File: src/rtl/fetch_pkg.sv
// Shared types and defaults for the instruction fetch stage.
package fetch_pkg;

   localparam int          PC_WIDTH         = 32;
   localparam int          INST_WIDTH       = 32;
   localparam logic [31:0] RESET_PC_DEFAULT = 32'h0000_0000;

   // One prefetch queue entry: the instruction and the PC it was fetched from.
   typedef struct packed {
      logic [PC_WIDTH-1:0]   pc;
      logic [INST_WIDTH-1:0] inst;
   } fetch_entry_t;

   // Fetch addresses are always word aligned.
   function automatic logic [PC_WIDTH-1:0] align_pc(input logic [PC_WIDTH-1:0] pc);
      return {pc[PC_WIDTH-1:2], 2'b00};
   endfunction

endpackage

File: src/rtl/fetch_queue.sv
// Prefetch queue: small synchronous FIFO of {pc, inst} entries with flush.
module fetch_queue
   import fetch_pkg::*;
#(
   parameter  int DEPTH = 2,
   localparam int AW    = $clog2(DEPTH),
   localparam int CW    = AW + 1
) (
   input  logic          clk,
   input  logic          rst,
   input  logic          push,
   input  fetch_entry_t  push_data,
   input  logic          pop,
   input  logic          flush,
   output fetch_entry_t  head,
   output logic [CW-1:0] count,
   output logic          empty,
   output logic          full
);

   fetch_entry_t  mem [DEPTH];
   logic [AW-1:0] wr_ptr;
   logic [AW-1:0] rd_ptr;
   logic          do_push;
   logic          do_pop;

   assign empty   = (count == '0);
   assign full    = (count == CW'(DEPTH));
   assign do_push = push && !full;
   assign do_pop  = pop && !empty;

   // Head is masked while empty so stale storage never leaks onto the outputs.
   assign head = empty ? '0 : mem[rd_ptr];

   // Entry storage.
   // NOTE: storage is deliberately not reset; validity is tracked by count, and the head mask covers the empty case.
   always_ff @(posedge clk) begin
      if (do_push) mem[wr_ptr] <= push_data;
   end

   // Pointer and occupancy bookkeeping; flush discards everything at once.
   // NOTE: all sequential state uses <= so every register samples pre-edge values regardless of statement order.
   always_ff @(posedge clk) begin
      if (rst || flush) begin
         wr_ptr <= '0;
         rd_ptr <= '0;
         count  <= '0;
      end else begin
         if (do_push) wr_ptr <= wr_ptr + AW'(1);
         if (do_pop)  rd_ptr <= rd_ptr + AW'(1);
         count <= count + CW'(do_push) - CW'(do_pop);
      end
   end

endmodule

File: src/rtl/fetch_unit.sv
// Instruction fetch stage: PC generation, credit-limited memory requests,
// stale-response dropping after redirects, and the IF/ID handshake.
module fetch_unit
   import fetch_pkg::*;
#(
   parameter logic [31:0] RESET_PC = RESET_PC_DEFAULT,
   parameter int          DEPTH    = 2
) (
   input  logic        clk,
   input  logic        rst,
   output logic        imem_req_valid,
   input  logic        imem_req_ready,
   output logic [31:0] imem_req_addr,
   input  logic        imem_rsp_valid,
   input  logic [31:0] imem_rsp_data,
   output logic        if_valid,
   input  logic        if_ready,
   output logic [31:0] if_pc,
   output logic [31:0] if_inst,
   input  logic        redirect_valid,
   input  logic [31:0] redirect_pc
);

   localparam int CW = $clog2(DEPTH) + 1;

   logic [31:0]   fetch_pc;
   logic [31:0]   rsp_pc;
   logic [CW-1:0] inflight;
   logic [CW-1:0] drop;
   logic [CW-1:0] q_count;
   logic          q_empty;
   logic          q_full;
   fetch_entry_t  q_head;
   fetch_entry_t  q_push_data;
   logic          req_fire;
   logic          keep;
   logic          pop;

   // Credit rule: queued plus outstanding never exceeds the queue depth,
   // so every response always has a slot waiting for it.
   assign imem_req_valid = !rst && !redirect_valid && ((q_count + inflight) < CW'(DEPTH));
   assign imem_req_addr  = fetch_pc;
   assign req_fire       = imem_req_valid && imem_req_ready;

   // A response is kept only when it is not stale and no redirect is flushing the queue.
   assign keep        = imem_rsp_valid && (drop == '0) && !redirect_valid;
   assign pop         = !q_empty && if_ready && !redirect_valid;
   assign q_push_data = '{pc: rsp_pc, inst: imem_rsp_data};

   assign if_valid = !q_empty;
   assign if_pc    = q_head.pc;
   assign if_inst  = q_head.inst;

   fetch_queue #(.DEPTH(DEPTH)) u_queue (
      .clk       (clk),
      .rst       (rst),
      .push      (keep),
      .push_data (q_push_data),
      .pop       (pop),
      .flush     (redirect_valid),
      .head      (q_head),
      .count     (q_count),
      .empty     (q_empty),
      .full      (q_full)
   );

   // Request-side and response-side PCs; a redirect realigns both.
   always_ff @(posedge clk) begin
      if (rst) begin
         fetch_pc <= RESET_PC;
         rsp_pc   <= RESET_PC;
      end else if (redirect_valid) begin
         fetch_pc <= align_pc(redirect_pc);
         rsp_pc   <= align_pc(redirect_pc);
      end else begin
         if (req_fire) fetch_pc <= fetch_pc + 32'd4;
         if (keep)     rsp_pc   <= rsp_pc + 32'd4;
      end
   end

   // Outstanding-request and stale-response counters. inflight already
   // includes earlier stale requests, so on a redirect every request still
   // outstanding after this cycle's response becomes stale.
   always_ff @(posedge clk) begin
      if (rst) begin
         inflight <= '0;
         drop     <= '0;
      end else begin
         inflight <= inflight + CW'(req_fire) - CW'(imem_rsp_valid);
         if (redirect_valid)
            drop <= inflight - CW'(imem_rsp_valid);
         else if (imem_rsp_valid && (drop != '0))
            drop <= drop - CW'(1);
      end
   end

   a_rsp_expected: assert property (@(posedge clk) disable iff (rst)
      imem_rsp_valid |-> (inflight != '0));

   a_no_overflow: assert property (@(posedge clk) disable iff (rst)
      keep |-> (!q_full || pop));

endmodule

File: config.mk
export PLATFORM = sky130hd
export DESIGN_NAME = fetch_unit
export DESIGN_NICKNAME = d
export VERILOG_FILES = /design/src/rtl/fetch_pkg.sv /design/src/rtl/fetch_queue.sv /design/src/rtl/fetch_unit.sv
export SDC_FILE = /design/constraint.sdc
export NUM_CORES = 1
export LEC_CHECK = 0
export CAP_MARGIN = 20
export CORE_ASPECT_RATIO = 2
export CORE_MARGIN = 2
export CORE_UTILIZATION = 45
export DETAILED_ROUTE_END_ITERATION = 10
export MAX_ROUTING_LAYER = met4
export PLACE_DENSITY = 0.79
export SYNTH_ARGS = -nofsm -noshare
export SYNTH_HDL_FRONTEND = slang
export SYNTH_SLANG_ARGS = --single-unit
export TNS_END_PERCENT = 30
File: constraint.sdc
create_clock -name clk -period 11.2 [get_ports clk]
set_input_delay 2.8 -clock clk [delete_from_list [all_inputs] [get_ports clk]]
set_output_delay 2.8 -clock clk [all_outputs]
set_load 0.05 [all_outputs]
==> impl_results.md <==
* Setup TNS at 0 ns
* Most frequent cell after synthesis: edfxtp_1
* # diodes at 0
* Initial antenna violation count at 0
* GR Util All Layers at 0.196
* Post-Syn Instances at 708
* DRC Markers at 0
* CTS tree: built
* GP Congestion at 0.889
* Share of the synthesized area in the top cell type at 0.438
* Post-Syn Area at 8500 µm²
* EDFF count, synth at 124
* Final nets at 938
* Final Non-Filler Cells at 1092
* Initial core utilization at 0.455
* Post-CTS sizing at 0
* Min Hold Slack at 0.502 ns
* RSZ-0062 raised after global routing: false
* Max Cap Viol at 0
* Synth-to-Final Area Change at 27.6%
* Global route overflow at 0
* Boundary pin count at 168
* Max Root-Sink Buffers at 2
* Crit Path Category: in -> out
* Final hold vios at 0
* Startpoint Class: input port
* First-pass GRT wire length at 29400 µm
* PortBufs at 161
* CTS Sinks at 193
* First-pass DRT Iterations at 4
* Clock Pin Slew Worst Setup and Hold Paths at 0.07 ns
* Worst skew pair latency at 0.43 ns
* CTS Hold Bufs at 0
* Core box area at 18700 µm²
* P per Cell Area at 150 nW/µm²
* Pleak at 3.60 nW
* Power Total at 0.00162 W
* Crit share post-route at 0.680
* Tightest Pin Transition at 1.06 ns
* Largest net degree at the start of global routing at 64
* Ys flop type: edfxtp_1
* Number of CTS-inserted buffers at 17
* Ys async rst share at 0
* R2r worst-path depth at 11
* Final Max Tran Viols at 0
* Req. time, crit path at 8.40 ns
* Syn_area_per_cell at 12.0 µm²
* Critical Path Fanout Max at 44
* Placed cells at 1060
* Yosys cell types at 53
* Worst slew margin at 0.292
* Routed Antenna Nets at 0
* Die width at 101 µm
* Yosys reg bits at 193
* Number of global-route vias before repair at 5844
* Hold Path Cell Cnt at 0
* VDD IR max at 0.0913 mV
* Register area share after synthesis at 0.601
* Final Setup Violations at 0
* Via count at 5900
* Worst EP arrival at 4.82 ns
* Outcome: finished clean
* Final WL at 18800 µm
* F_max at 131 MHz
* Hold crit path type: reg -> reg
* H-Tree Depth at 4
* Dpl hpwl at 13100 µm
* Clock skew at 0.0112 ns
* Ys Warns at 0
* Synth cell count leaders: edfxtp_1, nor2_1, dfxtp_1
* Post-CTS setup buffer count at 0
* Root buf cell: clkbuf_16
* # rows at 71
* DIE HEIGHT at 198 µm
* Share of layout cells above drive strength 1 at 0.0630
* Tmin final at 7.62 ns
* Avg Vias per Cell at 5.40
* Cell taking the most area after synthesis: edfxtp_1
* Critical Path End Type: output port
* Synth top area cells: edfxtp_1, dfxtp_1, mux2i_1
* Die area at 20100 µm²
* Initial DRC count at 190
* Post-DR wirelength/cell at 17.2 µm
## placed cells by master (no fill, tap or decap), types with 5 or more instances in the layout
master	Yosys	routed
dfxtp_1	69	68
nor4_1	15	14
and4_1	8	8
xor2_1	24	24
nor3_1	13	13
o31a_1	13	13
clkdlybuf4s50_1	0	161
a211oi_1	13	13
a21oi_1	23	23
mux2i_1	64	64
clkbuf_16	0	17
inv_1	30	30
a21boi_0	12	12
nand2_1	32	32
edfxtp_1	124	124
or3_1	5	5
buf_4	4	7
a31oi_1	5	5
xnor2_1	27	27
nand4_1	16	16
a21boi_1	18	18
o21a_1	6	6
nor2_1	86	85
nand3_1	12	12
ha_1	8	8
## per-stage QoR
stage | utilization | worst slack [ns] | cell area, µm²
floorplan | - | 1.21 | 8510
global placement | 0.550 | 3.55 | 10300
detailed placement | 0.550 | 3.56 | 10300
CTS | 0.581 | 3.56 | 10800
global route | 0.581 | 3.51 | 10800
finish | 0.581 | 3.58 | 10800
## worst max-delay path: stages
cell,delay [ns]
clkdlybuf4s50_1,0.40
buf_4,0.27
or2_2,0.42
nor2_1,0.12
clkdlybuf4s50_1,0.81
## layout make-up
type / instances / area [µm²]
clock buffers: 18 / 429
fillers: 1567 / 7820
multi-input cells: 449 / 3110
inverters: 31 / 116
clock inverters: 14 / 143
flip-flops and latches: 193 / 5110
well taps: 219 / 274
repair buffers: 168 / 1660
## kinds of logic (layout without fill, tap and decap cells)
group	Yosys count	in the layout	synth area share
and+or+nand+nor	216	216	0.133
DFF	193	193	0.601
AOI/OAI and AO/OA	104	104	0.0856
buffers and inverters	69	231	0.0368
muxes	65	65	0.0772
xor gates and xnor gates	52	52	0.0545
adders and majority gates	8	8	0.0118
other	1	4	0.000441
## sequential cells by signal (all words and copies together) (netlist names), named ones only
signal,flops
u_queue.mem,124
inflight,2
u_queue.rd_ptr,1
u_queue.wr_ptr,1
u_queue.count,2
imem_req_addr,30
rsp_pc,30
drop,2
## layer usage
metal | up-vias | wire length, µm | track usage
met5 | - | 0 | -
met2 | 177 | 10300 | 0.343
met3 | 49 | 669 | 0.0367
met1 | 2806 | 6950 | 0.199
li1 | 2868 | - | -
met4 | 0 | 949 | 0.116
## report_power, final
part,switching (W),internal (W)
Clock,0.000274,0.000315
Combinational,0.000125,0.0000838
Sequential,0.0000306,0.000793
Total,0.000430,0.00119
## path summary, 6_finish.rpt
kind	from	endpoint	slack, ns
max	rst	imem_req_valid	3.58
min	rsp_pc[31]	u_queue.mem[1][63]	0.50
max reg2reg	u_queue.count[1]	u_queue.count[1]	8.83
min reg2reg	rsp_pc[31]	u_queue.mem[1][63]	0.50
Power figures use the tool's default switching activity.
